<file path="src/rtl/nf10_axis_mon_pkg.sv">
// Shared types and constants for the AXI4-Stream sink monitor.
package nf10_axis_mon_pkg;

    typedef enum logic {
        IDLE   = 1'b0,
        IN_PKT = 1'b1
    } state_t;

    localparam int ERR_VALID_DROP   = 0;
    localparam int ERR_STALL_CHANGE = 1;
    localparam int ERR_STRB         = 2;
    localparam int ERR_OVERSIZE     = 3;

    // Fibonacci LFSR, taps 16,14,13,11 -> bits 15,13,12,10
    localparam logic [15:0] LFSR_SEED = 16'hACE1;
    localparam logic [15:0] LFSR_TAPS = 16'hB400;

    function automatic logic lfsr_feedback(input logic [15:0] value);
        return ^(value & LFSR_TAPS);
    endfunction

endpackage

</file>
<file path="src/rtl/nf10_axis_strb_check.sv">
// Strobe analysis: byte count, last-beat legality (nonzero, contiguous from
// bit 0) and the all-ones condition required on non-last beats.
module nf10_axis_strb_check #(
    parameter int C_STRB_WIDTH = 32,
    parameter int C_CNT_WIDTH  = $clog2(C_STRB_WIDTH + 1)
) (
    input  logic [C_STRB_WIDTH-1:0] strb,
    output logic [C_CNT_WIDTH-1:0]  count,
    output logic                    legal_last,
    output logic                    all_ones
);

    logic [C_STRB_WIDTH-1:0] strb_inc;

    // Population count of the strobe lanes
    always_comb begin
        count = '0;
        for (int i = 0; i < C_STRB_WIDTH; i++) begin
            count = count + C_CNT_WIDTH'(strb[i]);
        end
    end

    // A mask of the form 0..01..1 has no bit in common with itself plus one
    always_comb begin
        strb_inc   = strb + {{(C_STRB_WIDTH-1){1'b0}}, 1'b1};
        legal_last = (strb != '0) && ((strb & strb_inc) == '0);
        all_ones   = &strb;
    end

endmodule

</file>
<file path="src/rtl/nf10_axis_stream_monitor.sv">
// Passive AXI4-Stream sink monitor: counts packets and bytes, tracks packet
// framing and latches protocol violations in sticky error bits.
// Build option NF10_AXIS_MON_BACKPRESSURE_EN: tready is driven from an LFSR
// to inject roughly 25% stall cycles; otherwise tready stays high.
module nf10_axis_stream_monitor
    import nf10_axis_mon_pkg::*;
#(
    parameter int C_S_AXIS_DATA_WIDTH  = 256,
    parameter int C_S_AXIS_TUSER_WIDTH = 128,
    parameter int C_COUNT_WIDTH        = 32,
    parameter int C_PKT_LEN_WIDTH      = 16,
    parameter int C_MAX_PKT_BYTES      = 10240,
    parameter int C_ACTIVITY_HOLD      = 255
) (
    input  logic                              aclk,
    input  logic                              reset,
    input  logic                              clear,
    input  logic [C_S_AXIS_DATA_WIDTH-1:0]    s_axis_tdata,
    input  logic [C_S_AXIS_DATA_WIDTH/8-1:0]  s_axis_tstrb,
    input  logic [C_S_AXIS_TUSER_WIDTH-1:0]   s_axis_tuser,
    input  logic                              s_axis_tvalid,
    output logic                              s_axis_tready,
    input  logic                              s_axis_tlast,
    output logic [C_COUNT_WIDTH-1:0]          pkt_count,
    output logic [C_COUNT_WIDTH-1:0]          byte_count,
    output logic [C_PKT_LEN_WIDTH-1:0]        last_pkt_bytes,
    output logic                              in_packet,
    output logic                              activity,
    output logic [3:0]                        err
);

    localparam int STRB_W = C_S_AXIS_DATA_WIDTH / 8;
    localparam int CNT_W  = $clog2(STRB_W + 1);
    localparam int ACT_W  = ($clog2(C_ACTIVITY_HOLD + 1) > 8) ? $clog2(C_ACTIVITY_HOLD + 1) : 8;
    localparam logic [ACT_W-1:0]         ACT_RELOAD = ACT_W'(C_ACTIVITY_HOLD);
    localparam logic [C_PKT_LEN_WIDTH:0] MAX_PKT    = (C_PKT_LEN_WIDTH + 1)'(C_MAX_PKT_BYTES);

    state_t                         state;
    state_t                         next_state;
    logic                           in_packet_d;
    logic                           beat_ok;
    logic [CNT_W-1:0]               beat_bytes;
    logic                           legal_last;
    logic                           all_ones;
    logic [C_PKT_LEN_WIDTH-1:0]     pkt_acc;
    logic [C_PKT_LEN_WIDTH:0]       acc_sum;
    logic [C_PKT_LEN_WIDTH-1:0]     acc_sat;
    logic [C_COUNT_WIDTH:0]         byte_sum;
    logic [C_COUNT_WIDTH-1:0]       byte_sat;
    logic [C_COUNT_WIDTH-1:0]       pkt_next;
    logic                           over_flagged;
    logic                           oversize_hit;
    logic                           stalled;
    logic [C_S_AXIS_DATA_WIDTH-1:0] cap_tdata;
    logic [STRB_W-1:0]              cap_tstrb;
    logic [C_S_AXIS_TUSER_WIDTH-1:0] cap_tuser;
    logic                           cap_tlast;
    logic                           fields_changed;
    logic [3:0]                     err_set;
    logic [ACT_W-1:0]               act_cnt;

    nf10_axis_strb_check #(
        .C_STRB_WIDTH (STRB_W),
        .C_CNT_WIDTH  (CNT_W)
    ) u_strb_check (
        .strb       (s_axis_tstrb),
        .count      (beat_bytes),
        .legal_last (legal_last),
        .all_ones   (all_ones)
    );

`ifdef NF10_AXIS_MON_BACKPRESSURE_EN
    logic [15:0] lfsr;

    // Free-running LFSR used as the stall pattern source
    always_ff @(posedge aclk or posedge reset) begin
        if (reset) lfsr <= LFSR_SEED;
        else       lfsr <= {lfsr[14:0], lfsr_feedback(lfsr)};
    end

    // Ready low whenever the two LSBs are zero
    always_ff @(posedge aclk or posedge reset) begin
        if (reset) s_axis_tready <= 1'b0;
        else       s_axis_tready <= (lfsr[1:0] != 2'b00);
    end
`else
    // Ready rises on the first edge after reset and stays high
    always_ff @(posedge aclk or posedge reset) begin
        if (reset) s_axis_tready <= 1'b0;
        else       s_axis_tready <= 1'b1;
    end
`endif

    // Handshake, accumulator arithmetic and saturation
    always_comb begin
        beat_ok      = s_axis_tvalid & s_axis_tready;
        acc_sum      = {1'b0, pkt_acc} + (C_PKT_LEN_WIDTH + 1)'(beat_bytes);
        acc_sat      = acc_sum[C_PKT_LEN_WIDTH] ? '1 : acc_sum[C_PKT_LEN_WIDTH-1:0];
        byte_sum     = {1'b0, byte_count} + (C_COUNT_WIDTH + 1)'(beat_bytes);
        byte_sat     = byte_sum[C_COUNT_WIDTH] ? '1 : byte_sum[C_COUNT_WIDTH-1:0];
        pkt_next     = (pkt_count == '1) ? pkt_count : pkt_count + 1'b1;
        oversize_hit = beat_ok & ~over_flagged & (acc_sum > MAX_PKT);
    end

    // FSM state register
    always_ff @(posedge aclk or posedge reset) begin
        if (reset) state <= IDLE;
        else       state <= next_state;
    end

    // FSM next state: any accepted beat decides framing from tlast
    always_comb begin
        next_state = state;
        case (state)
            IDLE:    if (beat_ok && !s_axis_tlast) next_state = IN_PKT;
            IN_PKT:  if (beat_ok && s_axis_tlast)  next_state = IDLE;
            default: next_state = IDLE;
        endcase
    end

    // FSM output: in_packet tracks the state register cycle for cycle
    always_comb begin
        in_packet_d = (next_state == IN_PKT);
    end

    // Registered in_packet output
    always_ff @(posedge aclk or posedge reset) begin
        if (reset) in_packet <= 1'b0;
        else       in_packet <= in_packet_d;
    end

    // Per-packet accumulator and the once-per-packet oversize latch; clear does not touch these
    always_ff @(posedge aclk or posedge reset) begin
        if (reset) begin
            pkt_acc      <= '0;
            over_flagged <= 1'b0;
        end else if (beat_ok) begin
            pkt_acc      <= s_axis_tlast ? '0 : acc_sat;
            over_flagged <= s_axis_tlast ? 1'b0 : (over_flagged | oversize_hit);
        end
    end

    // Global counters; clear has priority over a coincident beat
    always_ff @(posedge aclk or posedge reset) begin
        if (reset) begin
            pkt_count      <= '0;
            byte_count     <= '0;
            last_pkt_bytes <= '0;
        end else if (clear) begin
            pkt_count      <= '0;
            byte_count     <= '0;
            last_pkt_bytes <= '0;
        end else if (beat_ok) begin
            byte_count <= byte_sat;
            if (s_axis_tlast) begin
                pkt_count      <= pkt_next;
                last_pkt_bytes <= acc_sat;
            end
        end
    end

    // Capture the offered beat whenever it is held off by tready
    always_ff @(posedge aclk or posedge reset) begin
        if (reset) begin
            stalled   <= 1'b0;
            cap_tdata <= '0;
            cap_tstrb <= '0;
            cap_tuser <= '0;
            cap_tlast <= 1'b0;
        end else begin
            stalled <= s_axis_tvalid & ~s_axis_tready;
            if (s_axis_tvalid && !s_axis_tready) begin
                cap_tdata <= s_axis_tdata;
                cap_tstrb <= s_axis_tstrb;
                cap_tuser <= s_axis_tuser;
                cap_tlast <= s_axis_tlast;
            end
        end
    end

    // Violation detection for this cycle
    always_comb begin
        fields_changed = (cap_tdata != s_axis_tdata) || (cap_tstrb != s_axis_tstrb) ||
                         (cap_tuser != s_axis_tuser) || (cap_tlast != s_axis_tlast);
        err_set                   = '0;
        err_set[ERR_VALID_DROP]   = stalled & ~s_axis_tvalid;
        err_set[ERR_STALL_CHANGE] = stalled & s_axis_tvalid & fields_changed;
        err_set[ERR_STRB]         = beat_ok & (s_axis_tlast ? ~legal_last : ~all_ones);
        err_set[ERR_OVERSIZE]     = oversize_hit;
    end

    // Sticky error bits; clear wins over a coincident violation
    always_ff @(posedge aclk or posedge reset) begin
        if (reset)      err <= '0;
        else if (clear) err <= '0;
        else            err <= err | err_set;
    end

    // Activity stretcher: reload on every accepted beat, count down to zero
    always_ff @(posedge aclk or posedge reset) begin
        if (reset)              act_cnt <= '0;
        else if (beat_ok)       act_cnt <= ACT_RELOAD;
        else if (act_cnt != '0) act_cnt <= act_cnt - 1'b1;
    end

    assign activity = (act_cnt != '0);

endmodule

</file>
<file path="config.mk">
export PLATFORM = sky130hd
export DESIGN_NAME = nf10_axis_stream_monitor
export DESIGN_NICKNAME = d
export VERILOG_FILES = /design/src/rtl/nf10_axis_mon_pkg.sv /design/src/rtl/nf10_axis_strb_check.sv /design/src/rtl/nf10_axis_stream_monitor.sv
export SDC_FILE = /design/constraint.sdc
export NUM_CORES = 1
export LEC_CHECK = 0
export CAP_MARGIN = 20
export CORE_MARGIN = 3
export CORE_UTILIZATION = 48
export DETAILED_ROUTE_END_ITERATION = 8
export GPL_ROUTABILITY_DRIVEN = 0
export GPL_TIMING_DRIVEN = 0
export PLACE_DENSITY = 0.86
export SETUP_SLACK_MARGIN = 0.5
export SLEW_MARGIN = 10
export SYNTH_ARGS = -nofsm -noshare
export SYNTH_HDL_FRONTEND = slang
export SYNTH_SLANG_ARGS = --single-unit
</file>
<file path="constraint.sdc">
create_clock -name aclk -period 17.3 [get_ports aclk]
set_input_delay 2.595 -clock aclk [delete_from_list [all_inputs] [get_ports aclk]]
set_output_delay 2.595 -clock aclk [all_outputs]
set_load 0.005 [all_outputs]
</file>
==> summary.log, run 1 <==
qor: status.status complete, no violations
qor: clock_tree.cts_inserted_buffers 56
qor: power.post_layout_power 4.405 mW
qor: drt.drt_pre_antenna_iters 6
qor: timing.final_min_period_over_clock_period 0.5647
qor: layout.final_net_count 3431
qor: drt.avgRoutedWirePerCell 25.32 um
qor: clock_tree.cts_post_setup_buffers_inserted 0
qor: synthesis.syn-num-nets 2838
qor: power.netSwitchingPower 1.517 mW
qor: timing.finalSetupViolCount 0
qor: clock_tree.cts_tree built
qor: flow_run.total_of_max_cap_violations 0
qor: layout.final_cell_area 36080 um^2
qor: clock_tree.numClockSinks 529
qor: power.share_comb_of_total_power 0.361
qor: timing.timing.clock.skew 0.03535 ns
qor: layout.fin_cells 3782
qor: timing.setup_slack_of_the_critical_path_after_layout 7.530 ns
qor: layout.fraction_of_final_layout_cells_with_drive_strength_greater_than_1 0.1895
qor: timing.max_slew.worst_pin.slew 1.182 ns
qor: drt.drtAntennaViolNets 0
qor: global_routing.grt_remaining_overflow 0
qor: clock_tree.worstSkewPairLatency 0.63 ns
qor: power.clockPowerShare 0.294
qor: critical_path.critPathBufInv 7
qor: clock_tree.cts_root_buffer sky130_fd_sc_hd__clkbuf_16
qor: synthesis.synth_top_family_by_area multiplexers
qor: synthesis.synth_area 27510 um^2
qor: floorplanning.die_w 245.4 um
qor: clock_tree.post_cts_gate_resize_count 0
qor: critical_path.crit_path_max_incr_delay 0.61 ns
qor: synthesis.yosysWarningCount 0
qor: power.static-leakage-power 14.64 nW
qor: critical_path.cp_top_family adder cells
qor: global_routing.antenna_found_initial 36
qor: drt.drt-total-wl 95.74 mm
qor: power.seq_power_share 0.345
qor: drt.vias 22124
qor: floorplanning.floorplan.io_pins 508
qor: floorplanning.floorplan.core_area 56500 um^2
qor: clock_tree.ctsLongestPathBuffers 3
qor: power.internal_power 2.888 mW
qor: synthesis.synth_compound_gate_area_share 0.06560
qor: global_routing.grt_first_pass_wirelength 140.7 mm
qor: floorplanning.fp.dieArea 60210 um^2
qor: critical_path.critPathRequiredTime 17.82 ns
qor: clock_tree.clk_pin_slew 0.06 ns
qor: clock_tree.holdBufCountCts 0
qor: drt.remaining_drc_errors 0
qor: clock_tree.cts_htree_levels 2
qor: global_routing.grt_start_max_net_pins 41
qor: critical_path.worst_setup_path_end_kind flip-flop
qor: hold_path.hold_class reg -> reg
qor: synthesis.synth_xor_xnor_area_share 0.1312
qor: global_routing.global_routing_usage_summed_across_all_routing_layers 0.3122
qor: placed_design.pre_cts_ws 7.019 ns
qor: floorplanning.starting_density_of_the_core 0.4869
qor: synthesis.ys_seq_area_frac 0.4813
qor: power.vdd_ir_drop_max 129.7 uV
qor: critical_path.crit_path_top_delay_cell sky130_fd_sc_hd__clkdlybuf4s50_1
qor: critical_path.critPathMostFrequentCell sky130_fd_sc_hd__fa_1
qor: synthesis.netlist-cell-type-count 78
qor: synthesis.netlist_instances 2367
qor: timing.final_hold_viol_count 0
qor: placed_design.detailed_place_hpwl 74.84 mm
qor: critical_path.cp_max_fo 10
qor: synthesis.muxShareOfSynthArea 0.1599
qor: timing.finalWorstPathRequiredPeriod 9.770 ns
qor: synthesis.postSynthRegisterBits 529
qor: timing.drv_slew 0
qor: power.sw_frac_of_total 0.3443
qor: timing.fmax 102.4 MHz
qor: timing.slew-limit-headroom 0.1918
qor: critical_path.startpoint_type input port
qor: synthesis.synth_top_flop_cell sky130_fd_sc_hd__dfrtp_1
qor: placed_design.place_area 34040 um^2
qor: synthesis.postSynth.asyncResetShare 1.000
qor: timing.rsz0062_at_grt no
qor: layout.layout-area-overhead-vs-synth 31.17%
qor: placed_design.dp_cells 3658
qor: global_routing.number_of_global_route_vias_before_repair 23015
qor: floorplanning.row_count 87
qor: floorplanning.die_y 245.4 um
qor: power.powerDensity 122.1 nW/um^2
qor: synthesis.synthesized_area_fraction_occupied_by_and_or_nand_nor_cells 0.1021
qor: drt.detail_route.iter0.violations 1708
qor: drt.avgViaCountPerCell 5.850
qor: synthesis.post_synth_fa_ha_maj_area_fraction 0.02984
qor: synthesis.syn-mean-instance-area 11.62 um^2
qor: critical_path.arr_time_crit_path 10.29 ns
qor: synthesis.synth_enable_flop_cells 0
qor: critical_path.critPathKind in -> reg
qor: timing.tns 0 ns
qor: placed_design.numPortBuffers 500
final cells by class:
| class | count | area (um^2) |
|---|---|---|
| Antenna cell | 24 | 60.06 |
| Clock inverter | 21 | 324.1 |
| Tap cell | 756 | 945.9 |
| Timing Repair Buffer | 535 | 5575 |
| Sequential cell | 529 | 13240 |
| Multi-Input combinational cell | 1633 | 13440 |
| Fill cell | 4078 | 20420 |
| Buffer | 87 | 387.9 |
| Inverter | 118 | 446.7 |
| Clock buffer | 79 | 1659 |
placed cells by master, fill, tap and decap left out, types with 11 or more instances in the layout:
cell and n:
sky130_fd_sc_hd__clkdlybuf4s50_1 500, sky130_fd_sc_hd__mux2_2 386, sky130_fd_sc_hd__inv_1 116, sky130_fd_sc_hd__a31oi_1 17, sky130_fd_sc_hd__diode_2 24, sky130_fd_sc_hd__nor3_1 23
sky130_fd_sc_hd__and3_1 27, sky130_fd_sc_hd__o21ai_0 85, sky130_fd_sc_hd__clkbuf_16 57, sky130_fd_sc_hd__nor2b_1 12, sky130_fd_sc_hd__and4_1 13, sky130_fd_sc_hd__dfrtp_1 529
sky130_fd_sc_hd__nor2_1 74, sky130_fd_sc_hd__nor4_1 77, sky130_fd_sc_hd__o22ai_1 18, sky130_fd_sc_hd__buf_12 14, sky130_fd_sc_hd__nand3_1 31, sky130_fd_sc_hd__xor2_1 202
sky130_fd_sc_hd__xnor2_1 210, sky130_fd_sc_hd__a21oi_1 58, sky130_fd_sc_hd__ha_1 24, sky130_fd_sc_hd__clkbuf_1 74, sky130_fd_sc_hd__a21o_1 11, sky130_fd_sc_hd__buf_2 11
sky130_fd_sc_hd__fa_1 26, sky130_fd_sc_hd__clkbuf_8 15, sky130_fd_sc_hd__nor3_2 11, sky130_fd_sc_hd__nand2_1 99, sky130_fd_sc_hd__buf_8 11, sky130_fd_sc_hd__nand4_1 79
layer usage:
layer,up-vias,wire (um),global-route usage
met4,26,4568,0.1362
met5,-,165,0
met2,1216,47390,0.5425
li1,9566,-,-
met3,326,9821,0.08985
met1,10990,33790,0.3591
path summary, 6_finish.rpt:
path,start,slack [ns],to,cells past startpoint
min in group asynchronous,reset,2.37,cap_tuser[28],2
hold reg to reg,last_pkt_bytes[7],0.47,last_pkt_bytes[7],2
hold / removal,last_pkt_bytes[7],0.47,last_pkt_bytes[7],2
setup reg to reg,cap_tdata[28],14.11,err[1],7
max in group asynchronous,reset,13.55,cap_tdata[6],6
setup / recovery,s_axis_tstrb[0],7.53,pkt_acc[2],26
kinds of logic (layout without fill, tap and decap cells):
logic type | Yosys count | count (layout)
other | 1 | 25
multiplexers | 391 | 391
buffers and inverters | 205 | 840
flip-flops | 529 | 529
XOR/XNOR | 412 | 412
AO/OA/AOI/OAI | 282 | 282
AND/OR/NAND/NOR | 497 | 497
adder cells (fa/ha/maj) | 50 | 50
stage by stage:
| step | hold slack [ns] | utilization |
|---|---|---|
| after floorplan | 0.4563 | - |
| after global placement | 0.4575 | 0.5923 |
| after detailed placement | 0.4624 | 0.6024 |
| after CTS | 0.4759 | 0.6375 |
| after global routing | 0.4918 | 0.6380 |
| final | 0.4700 | 0.6386 |
worst min-delay path: stages (launching register included):
cell and delay (ns):
sky130_fd_sc_hd__dfrtp_1 0.34, sky130_fd_sc_hd__nand2_1 0.05, sky130_fd_sc_hd__nand2_1 0.05
cells in the mapped netlist, types with 4 or more instances:
cell type	instances	area [um^2]
sky130_fd_sc_hd__xor2_1	202	1769
sky130_fd_sc_hd__nor3_2	11	110.1
sky130_fd_sc_hd__o22ai_1	18	112.6
sky130_fd_sc_hd__a31oi_1	17	106.4
sky130_fd_sc_hd__o21ai_0	85	425.4
sky130_fd_sc_hd__a21oi_1	58	290.3
sky130_fd_sc_hd__nand4_1	79	494.2
sky130_fd_sc_hd__and2_1	10	62.56
sky130_fd_sc_hd__a211oi_1	10	75.07
sky130_fd_sc_hd__and3_1	27	168.9
sky130_fd_sc_hd__clkbuf_1	71	266.5
sky130_fd_sc_hd__fa_1	26	520.5
sky130_fd_sc_hd__nor2b_1	12	75.07
sky130_fd_sc_hd__xnor2_1	210	1839
sky130_fd_sc_hd__dfrtp_1	529	13240
sky130_fd_sc_hd__mux2i_1	5	50.05
sky130_fd_sc_hd__a21o_1	11	82.58
sky130_fd_sc_hd__and4_1	13	113.9
sky130_fd_sc_hd__inv_1	117	439.2
sky130_fd_sc_hd__o2111ai_1	4	35.03
sky130_fd_sc_hd__nand2b_1	10	62.56
sky130_fd_sc_hd__o21a_1	5	37.54
sky130_fd_sc_hd__a221oi_1	7	61.31
sky130_fd_sc_hd__a22oi_1	4	30.03
sky130_fd_sc_hd__ha_1	24	300.3
sky130_fd_sc_hd__o21ai_1	7	35.03
sky130_fd_sc_hd__mux2_2	386	4347
sky130_fd_sc_hd__a311oi_1	4	35.03
sky130_fd_sc_hd__nor3_1	23	115.1
sky130_fd_sc_hd__a22o_1	10	87.58
sky130_fd_sc_hd__nor4_2	5	62.56
sky130_fd_sc_hd__a2111oi_0	6	52.55
sky130_fd_sc_hd__buf_2	9	45.04
sky130_fd_sc_hd__nand3_1	31	155.2
sky130_fd_sc_hd__nand2_1	99	371.6
sky130_fd_sc_hd__buf_6	5	56.30
sky130_fd_sc_hd__or3_1	7	43.79
sky130_fd_sc_hd__nor4_1	77	481.7
sky130_fd_sc_hd__nor2_1	74	277.8
sky130_fd_sc_hd__o2bb2ai_1	9	78.83
registers in the layout, indices dropped and copies added, names as in the netlist, named ones only:
name / count
act_cnt: 8
byte_count: 32
cap_tdata: 256
cap_tlast: 1
cap_tstrb: 32
cap_tuser: 128
err: 4
last_pkt_bytes: 16
over_flagged: 1
pkt_acc: 16
pkt_count: 32
s_axis_tready: 1
stalled: 1
power by group through the flow:
stage	registers (mW)	clock network (mW)	logic, mW
4_1_cts	1.52	1.31	1.57
5_1_grt	1.54	1.36	1.74
3_3_place_gp	1.52	0	1.45
3_5_place_dp	1.54	0	1.56
6_report	1.52	1.30	1.59
2_1_floorplan	1.51	0	1.07
Note: power is estimated with default switching activity, not from simulation.
==> run 2, diff against run 1 <==
--- a/config.mk
+++ b/config.mk
@@ -7,11 +7,11 @@
 export LEC_CHECK = 0
 export CAP_MARGIN = 20
 export CORE_MARGIN = 3
-export CORE_UTILIZATION = 48
+export CORE_UTILIZATION = 53
 export DETAILED_ROUTE_END_ITERATION = 8
 export GPL_ROUTABILITY_DRIVEN = 0
 export GPL_TIMING_DRIVEN = 0
-export PLACE_DENSITY = 0.86
+export PLACE_DENSITY = 0.9
 export SETUP_SLACK_MARGIN = 0.5
 export SLEW_MARGIN = 10
 export SYNTH_ARGS = -nofsm -noshare
==> constraint.sdc (replaced) <==
create_clock -name aclk -period 9.19 [get_ports aclk]
set_input_delay 1.3785 -clock aclk [delete_from_list [all_inputs] [get_ports aclk]]
set_output_delay 1.3785 -clock aclk [all_outputs]
set_load 0.005 [all_outputs]
==> summary.log, run 2 (synthesis gave the netlist of run 1 again) <==
qor: global_routing.use_met1 0.3947
qor: layout.layout_top_registers cap_tdata (256), cap_tuser (128)
qor: clock_tree.cts_root_buffer sky130_fd_sc_hd__clkbuf_16
qor: layout.layout-area-overhead-vs-synth 30.34%
qor: drt.drtAntennaViolNets 0
qor: critical_path.worst_setup_path_end_kind flip-flop
qor: critical_path.arr_time_crit_path 8.97 ns
qor: drt.remaining_drc_errors 0
qor: drt.avgRoutedWirePerCell 26.66 um
qor: drt.drt_pre_antenna_iters 6
qor: critical_path.crit_path_top_delay_cell sky130_fd_sc_hd__clkdlybuf4s50_1
qor: drt.vias 22574
qor: timing.drv_slew 0
qor: clock_tree.cts_tree built
qor: timing.final_min_period_over_clock_period 0.9200
qor: critical_path.critPathKind in -> reg
qor: timing.max_slew.worst_pin.slew 1.220 ns
qor: clock_tree.worstSkewPairLatency 0.64 ns
qor: timing.tns 0 ns
qor: global_routing.most_heavily_used_metal_layer_in_global_routing met2
qor: flow_run.total_of_max_cap_violations 0
qor: placed_design.pre_cts_ws 0.1000 ns
qor: global_routing.grt_util_met3 0.1102
qor: layout.fraction_of_final_layout_cells_with_drive_strength_greater_than_1 0.1871
qor: critical_path.crit_path_max_incr_delay 0.69 ns
qor: power.powerDensity 228.1 nW/um^2
qor: drt.avgViaCountPerCell 6.101
qor: floorplanning.row_count 82
qor: layout.mostFrequentLayoutCells sky130_fd_sc_hd__dfrtp_1 (529), sky130_fd_sc_hd__clkdlybuf4s50_1 (500), sky130_fd_sc_hd__mux2_2 (386)
qor: clock_tree.numClockSinks 529
qor: timing.final_hold_viol_count 0
qor: critical_path.critPathMostFrequentCell sky130_fd_sc_hd__fa_1
qor: floorplanning.floorplan.core_area 50680 um^2
qor: drt.drt-total-wl 98.65 mm
qor: floorplanning.fp.dieArea 54660 um^2
qor: drt.detail_route.iter0.violations 1722
qor: clock_tree.cts_inserted_buffers 56
qor: power.vdd_ir_drop_max 327.8 uV
qor: timing.finalWorstPathRequiredPeriod 8.455 ns
qor: floorplanning.die_w 233.8 um
qor: timing.fmax 118.3 MHz
qor: timing.holdWs 0.4725 ns
qor: global_routing.grt.met2_usage 0.6005
qor: layout.final_cell_area 35850 um^2
qor: layout.number_of_flip_flops_in_the_largest_register 256
qor: power.static-leakage-power 14.58 nW
qor: status.status complete, no violations
qor: timing.rsz0062_at_grt no
qor: layout.post-route-util 0.7073
qor: global_routing.grt_first_pass_wirelength 144.4 mm
qor: clock_tree.clk_pin_slew 0.06 ns
qor: placed_design.place_area 33910 um^2
qor: placed_design.numPortBuffers 500
qor: layout.final_net_count 3429
qor: global_routing.number_of_global_route_vias_before_repair 24093
qor: global_routing.grt_start_max_net_pins 41
qor: global_routing.grt_remaining_overflow 0
qor: critical_path.startpoint_type input port
qor: layout.layout.cells.most_common sky130_fd_sc_hd__dfrtp_1
qor: global_routing.antenna_found_initial 38
qor: floorplanning.die_y 233.8 um
qor: hold_path.hold_class reg -> reg
qor: timing.setup_slack_of_the_critical_path_after_layout 0.7355 ns
qor: timing.slew-limit-headroom 0.1864
qor: critical_path.cp_max_fo 7
qor: floorplanning.starting_density_of_the_core 0.5427
qor: placed_design.detailed_place_hpwl 73.28 mm
qor: timing.finalSetupViolCount 0
qor: global_routing.global_routing_usage_summed_across_all_routing_layers 0.3558
qor: clock_tree.ctsLongestPathBuffers 3
qor: clock_tree.cts_post_setup_buffers_inserted 0
qor: critical_path.critPathRequiredTime 9.71 ns
qor: timing.timing.clock.skew 0.02696 ns
qor: layout.top_register cap_tdata
qor: floorplanning.floorplan.io_pins 508
qor: clock_tree.cts_htree_levels 2
-- run 2: critical path: cells and delay by family --
kind / cells / cell delay [ns]
AO/OA/AOI/OAI: 6 / 1.19
adder cells (fa/ha/maj): 10 / 4.40
buffers and inverters: 5 / 1.20
XOR/XNOR: 1 / 0.24
AND/OR/NAND/NOR: 3 / 0.54
-- run 2: repair_timing --
action                                 4_1_cts  5_1_grt
setup endpoints to repair                    0       29
hold buffers                                 0        0
gates resized for setup                      0        4
endpoints found under the hold margin        0        0
-- run 2: layout make-up --
type                            count  area (um^2)
Fill cell                        3300        14830
Multi-Input combinational cell   1633        13460
Sequential cell                   529        13240
Timing Repair Buffer              533         5574
Clock buffer                       78         1585
Tap cell                          672        840.8
Inverter                          118        446.7
Buffer                             87        387.9
Clock inverter                     20        245.2
Antenna cell                       30        75.07
-- run 2: stage by stage --
stage	total power [mW]	std cells
after floorplan	4.855	2367
after global placement	5.565	3539
after detailed placement	5.780	3570
after CTS	8.129	3668
after global routing	8.552	3685
final	8.177	3700
-- run 2: path summary, 6_finish.rpt --
check,cells after the start,to,slack [ns],startpoint
hold / removal,2,last_pkt_bytes[6],0.47,last_pkt_bytes[6]
min in group asynchronous,2,cap_tuser[86],1.20,reset
hold reg to reg,2,last_pkt_bytes[6],0.47,last_pkt_bytes[6]
setup / recovery,25,err[3],0.74,s_axis_tstrb[0]
max in group asynchronous,9,cap_tdata[6],5.96,reset
setup reg to reg,6,err[1],5.97,cap_tuser[55]
-- run 2: power by group --
part / internal, mW / switching [mW]
clock: 1.32 / 0.991
combinational: 1.36 / 1.64
sequential: 2.64 / 0.232
total: 5.31 / 2.87
-- run 2: per-layer routing --
metal  share of wire  vias up
met1            0.34    11160
met5          0.0027        -
li1                -     9583
met4           0.070       38
met3            0.11      456
met2            0.48     1337
